--- src/rtl/fsm_msi_bus_snoop_controller.sv ---
// Snoop-side MSI controller: looks up the line addressed by a bus request,
// writes back MODIFIED data when required, then updates the line state.
module fsm_msi_bus_snoop_controller #(
    parameter int ADDR_WIDTH = 32,
    parameter int WB_TIMEOUT = 255
) (
    input  logic                  clk,
    input  logic                  rst_n,
    input  logic                  snoop_valid,
    output logic                  snoop_ready,
    input  logic [1:0]            snoop_op,
    input  logic [ADDR_WIDTH-1:0] snoop_addr,
    output logic                  lookup_en,
    output logic [ADDR_WIDTH-1:0] lookup_addr,
    input  logic                  lookup_hit,
    input  logic [1:0]            lookup_state,
    output logic                  wb_req,
    output logic [ADDR_WIDTH-1:0] wb_addr,
    input  logic                  wb_ack,
    output logic                  state_wr_en,
    output logic [1:0]            state_wr_data,
    output logic                  snoop_done,
    output logic                  snoop_shared,
    output logic                  snoop_error
);
    localparam int CW = $clog2(WB_TIMEOUT + 1);
    localparam logic [CW-1:0] TO_VAL = CW'(WB_TIMEOUT);

    localparam logic [1:0] ST_I = 2'b00, ST_M = 2'b01, ST_S = 2'b10;
    localparam logic [1:0] OP_INV = 2'b00, OP_WM = 2'b01, OP_RM = 2'b10;

    typedef enum logic [2:0] {S_IDLE, S_LOOKUP, S_DECIDE, S_WB, S_RESP} state_t;

    state_t          state;
    logic [1:0]      op_q;
    logic [CW-1:0]   cnt;
    logic [CW-1:0]   cnt_inc;
    logic [1:0]      pend_data;
    logic            pend_sh;

    logic            dec_wb, dec_wr, dec_sh, dec_err;
    logic [1:0]      dec_data;

    assign cnt_inc = cnt + 1'b1;
    assign wb_addr = lookup_addr;

    // Action table applied to the lookup result in DECIDE.
    always_comb begin
        dec_wb   = 1'b0;
        dec_wr   = 1'b0;
        dec_err  = 1'b0;
        dec_data = ST_I;
        dec_sh   = lookup_hit && (lookup_state == ST_S || lookup_state == ST_M);
        if (op_q == 2'b11 || (lookup_hit && lookup_state == 2'b11)) begin
            dec_err = 1'b1;
        end else if (lookup_hit && lookup_state == ST_S) begin
            dec_wr = (op_q != OP_RM);
        end else if (lookup_hit && lookup_state == ST_M) begin
            case (op_q)
                OP_RM: begin
                    dec_wb   = 1'b1;
                    dec_data = ST_S;
                end
                OP_WM:   dec_wb  = 1'b1;
                default: dec_err = 1'b1;  // M alongside another sharer is impossible
            endcase
        end
    end

    always_ff @(posedge clk) begin
        if (!rst_n) begin
            state         <= S_IDLE;
            op_q          <= OP_INV;
            cnt           <= '0;
            pend_data     <= ST_I;
            pend_sh       <= 1'b0;
            snoop_ready   <= 1'b1;
            lookup_en     <= 1'b0;
            lookup_addr   <= '0;
            wb_req        <= 1'b0;
            state_wr_en   <= 1'b0;
            state_wr_data <= 2'b00;
            snoop_done    <= 1'b0;
            snoop_shared  <= 1'b0;
            snoop_error   <= 1'b0;
        end else begin
            lookup_en     <= 1'b0;
            state_wr_en   <= 1'b0;
            state_wr_data <= 2'b00;
            snoop_done    <= 1'b0;
            snoop_shared  <= 1'b0;
            snoop_error   <= 1'b0;
            case (state)
                S_IDLE: begin
                    if (snoop_valid) begin
                        op_q        <= snoop_op;
                        lookup_addr <= snoop_addr;
                        snoop_ready <= 1'b0;
                        lookup_en   <= 1'b1;
                        state       <= S_LOOKUP;
                    end
                end
                S_LOOKUP: state <= S_DECIDE;
                S_DECIDE: begin
                    if (dec_wb) begin
                        wb_req    <= 1'b1;
                        cnt       <= '0;
                        pend_data <= dec_data;
                        pend_sh   <= dec_sh;
                        state     <= S_WB;
                    end else begin
                        snoop_done    <= 1'b1;
                        state_wr_en   <= dec_wr;
                        state_wr_data <= dec_data;
                        snoop_shared  <= dec_sh;
                        snoop_error   <= dec_err;
                        state         <= S_RESP;
                    end
                end
                S_WB: begin
                    // An ack in the final allowed cycle still completes the write-back.
                    if (wb_ack) begin
                        wb_req        <= 1'b0;
                        snoop_done    <= 1'b1;
                        state_wr_en   <= 1'b1;
                        state_wr_data <= pend_data;
                        snoop_shared  <= pend_sh;
                        state         <= S_RESP;
                    end else if (cnt_inc == TO_VAL) begin
                        wb_req       <= 1'b0;
                        snoop_done   <= 1'b1;
                        snoop_shared <= pend_sh;
                        snoop_error  <= 1'b1;
                        state        <= S_RESP;
                    end else begin
                        cnt <= cnt_inc;
                    end
                end
                S_RESP: begin
                    snoop_ready <= 1'b1;
                    state       <= S_IDLE;
                end
                default: state <= S_IDLE;
            endcase
        end
    end
endmodule
--- config.mk ---
export PLATFORM = sky130hd
export DESIGN_NAME = fsm_msi_bus_snoop_controller
export DESIGN_NICKNAME = d
export VERILOG_FILES = /design/src/rtl/fsm_msi_bus_snoop_controller.sv
export SDC_FILE = /design/constraint.sdc
export NUM_CORES = 1
export LEC_CHECK = 0
export CORE_UTILIZATION = 35
export DETAILED_ROUTE_END_ITERATION = 8
export GPL_ROUTABILITY_DRIVEN = 1
export PLACE_DENSITY_LB_ADDON = 0.05
export SYNTH_ARGS = -nofsm -noshare
export SYNTH_HDL_FRONTEND = slang
export SYNTH_SLANG_ARGS = --single-unit
--- constraint.sdc ---
create_clock -name clk -period 2.6 [get_ports clk]
set_input_delay 0.52 -clock clk [delete_from_list [all_inputs] [get_ports clk]]
set_output_delay 0.52 -clock clk [all_outputs]
set_load 0.03 [all_outputs]
==> run_results.csv <==
group,metric,value,unit
worst_setup_path,timing_worst_setup_path_type,"in -> reg",
floorplan,std_cell_rows,31,
synth,synth-async-reset-ratio,0,
place,gp_routability_congestion,0.752,
clocking,tritoncts,"yes",
grt,number_of_global_route_vias_before_repair,2036,
worst_setup_path,cp-end-kind,"flop",
timing,fin_skew,0.00557,ns
timing,rsz0062_at_grt,"no",
detailed_routing,route.detailed.drc,0,
synth,avgSynthCellArea,8.25,µm²
outcome,outcome,"finished, final reports clean",
grt,grt.overflow.total,0,
timing,finalSetupViolations,0,
worst_setup_path,crit_path_arrival_time,2.47,ns
detailed_routing,route.antenna.remaining_nets,0,
worst_setup_path,path_cells,"clkdlybuf4s50_1, ha_1, or3b_1, nor2_1, nand3_1, and3_4, a221o_1",
worst_setup_path,timing.reg2reg.setup_slack,0.42,ns
clocking,worstSkewPairLatency,0.31,ns
synth,synthesis.area,0.00261,mm²
synth,synthDistinctLibCells,48,
timing,timing.final.crit_period,2.27,ns
synth,synth_seq_cells,55,
worst_setup_path,critPathLaunchType,"primary input",
final_layout,fin_cells,495,
floorplan,die_area,0.00780,mm²
synth,synth-seq-area-share,0.422,
clocking,cts_hold_buf,0,
floorplan,ios,114,
synth,synth-edff-count,0,
synth,synthesized_instance_count,316,
timing,max_slew_violations,0,
timing,max_freq,440,MHz
clocking,setup_repair_bufs_after_cts,0,
worst_setup_path,timing.reg2reg.worst_path_depth,8,
final_layout,antenna_cells,0,
grt,number_of_antenna_violations_at_the_first_check_in_global_routing,0,
worst_setup_path,cp_slowest_stage_delay,0.42,ns
worst_setup_path,critical-path-slowest-cell,"clkdlybuf4s50_1",
worst_setup_path,critical_path_maximum_fanout,7,
final_layout,nNetsFinal,443,
synth,postSynth.topFlopCell,"dfxtp_1",
grt,grt_start_max_net_pins,35,
place,dp_hpwl,4300,µm
clocking,clock_tree.root_cell,"clkbuf_8",
clocking,cts-root-to-sink-buffers,2,
hold_path,timing.hold.worst_endpoint,"lookup_addr[11]$_SDFFE_PN0P_",
synth,postSynthNetCount,364,
power,max-vdd-ir-drop,0.304,mV
detailed_routing,detail_route.wirelength,5890,µm
detailed_routing,detail_route.iter0.violations,104,
worst_setup_path,rr_startpoint,"cnt[0]$_SDFFE_PN0P_",
grt,grt_util_all_layers,0.151,
detailed_routing,wire_per_inst,11.9,µm
detailed_routing,detailedRoute.firstPassIterationCount,6,
hold_path,worst_hold_path.num_cells,2,
power,leakagePower,0.00141,µW
final_layout,final_layout_size_suffix_gt1_frac,0.0884,
job,max_cap_viol_count,0,
floorplan,start_util,0.361,
final_layout,area_delta_synth_final,42.4,%
timing,finalSetupTns,0,ns
floorplan,chipWidth,88.3,µm
timing,hold_viol_final,0,
clocking,h-tree-depth,2,
worst_setup_path,r2r_end,"cnt[2]$_SDFFE_PN0P_",
clocking,cts.clk_slew.worst_paths,0.09,ns
floorplan,height_of_the_die,88.3,µm
place,placement.io_buffers,112,
floorplan,core,0.00721,mm²
place,dpl.cell_count,487,
clocking,numClockSinks,55,
clocking,cts-resized-gates,0,
grt,global_route_wire_length_before_repair,9110,µm
synth,synthesis.yosys.warnings,0,
clocking,cts-buffers-inserted,5,
timing,timing.final.crit_share,0.874,
detailed_routing,drt_via_density,4.59,
hold_path,holdCritPathClass,"reg -> reg",
detailed_routing,via_count,2273,
hold_path,hp-start,"lookup_addr[11]$_SDFFE_PN0P_",
power,cellPowerDensity,648,mW/mm²
worst_setup_path,cp.required,2.80,ns
-- worst max-delay path: cells and delay by family --
| family | cells | cell delay (ns) |
|---|---|---|
| buffers and inverters | 1 | 0.42 |
| AO/OA/AOI/OAI | 1 | 0.34 |
| adder cells (fa/ha/maj) | 1 | 0.22 |
| AND/OR/NAND/NOR | 4 | 0.96 |
-- final cells by class --
cell class / count / area, µm²
multi-input combinational: 203 / 1130
clock inverter: 2 / 35.0
tap: 99 / 124
timing repair buffer: 121 / 1200
fill: 715 / 3500
clock buffer: 6 / 82.6
inverter: 9 / 33.8
sequential: 55 / 1100
-- state kept, by name (all words and copies together), names as in the netlist, 2 cells and up --
register and count:
lookup_addr 32, state 3, op_q 2, cnt 8
-- kinds of logic (layout without fill, tap and decap cells) --
| kind of cell | after synthesis | count (layout) | synth area share |
|---|---|---|---|
| simple gates | 127 | 127 | 0.231 |
| other cells | 1 | 1 | 0.00144 |
| buf+inv | 58 | 138 | 0.143 |
| compound gates | 62 | 62 | 0.147 |
| flops | 55 | 55 | 0.422 |
| xor+xnor | 4 | 4 | 0.0134 |
| fa+ha+maj | 7 | 7 | 0.0336 |
| mux | 2 | 2 | 0.00816 |
-- synth_stat cells (2+ instances only) --
master    instances  share of area
nand3_1           6          0.012
dfxtp_1          55           0.42
and3_2            4          0.012
o31ai_1           2         0.0058
inv_1             8          0.012
clkbuf_1         11          0.016
nor3_1            2         0.0038
o21ai_0           3         0.0058
nand4_1           5          0.012
buf_6             3          0.013
xor2_1            2         0.0067
nor3b_1           2         0.0058
nor2b_1           2         0.0048
and3b_2           2         0.0077
a21oi_1          39          0.075
a221o_1           5          0.019
nand2_1          75           0.11
o21a_1            2         0.0058
nor2_1           15          0.022
xnor2_1           2         0.0067
nand2b_1          3         0.0072
buf_4            35           0.10
ha_1              7          0.034
a22o_2            2         0.0077
-- power by group --
part	switching, µW	internal, µW	leakage, µW
logic	473	355	0.000905
clock network	278	312	0.0000612
registers	65.9	922	0.000449
-- per-layer routing --
metal,track usage,vias to the layer above,routed length (µm)
met5,0,-,0
met3,0.0373,7,355
li1,-,1177,-
met2,0.260,67,2830
met1,0.185,1022,2630
met4,0.0484,0,70
-- metrics by stage --
stage	cell area [µm²]	hold slack (ns)	worst slack, ns	power [µW]	utilization
finish	3710	0.471	0.328	2410	0.514
global route	3710	0.502	0.250	2550	0.514
CTS	3710	0.477	0.345	2440	0.514
detailed placement	3590	0.463	0.00169	1840	0.498
global placement	3590	0.453	0.0411	1840	0.498
floorplan	2610	0.437	0.376	1550	-
-- how the worst max path moves through the flow --
stage / startpoint / endpoint / slack (ns) / cells after the start
4_1_cts: lookup_state[0] / cnt[5]$_SDFFE_PN0P_ / 0.34 / 7
6_report: lookup_state[0] / cnt[2]$_SDFFE_PN0P_ / 0.33 / 7
3_3_place_gp: lookup_state[0] / cnt[5]$_SDFFE_PN0P_ / 0.04 / 7
5_1_grt: lookup_state[0] / cnt[4]$_SDFFE_PN0P_ / 0.25 / 7
3_5_place_dp: lookup_state[0] / cnt[5]$_SDFFE_PN0P_ / 0.002 / 7
2_1_floorplan: lookup_state[0] / cnt[2]$_SDFFE_PN0P_ / 0.38 / 7
-- cells in the final DEF, fill, tap and decap left out, types with 3 or more instances in the layout --
| cell | instances |
|---|---|
| nand2b_1 | 3 |
| nand3_1 | 6 |
| a21oi_1 | 39 |
| nand2_1 | 75 |
| clkdlybuf4s50_1 | 112 |
| ha_1 | 7 |
| dfxtp_1 | 55 |
| clkbuf_8 | 6 |
| o21ai_0 | 3 |
| buf_4 | 8 |
| inv_1 | 8 |
| nand4_1 | 5 |
| a221o_1 | 5 |
| nor2_1 | 15 |
| and3_2 | 4 |
Power figures use the tool's default switching activity.
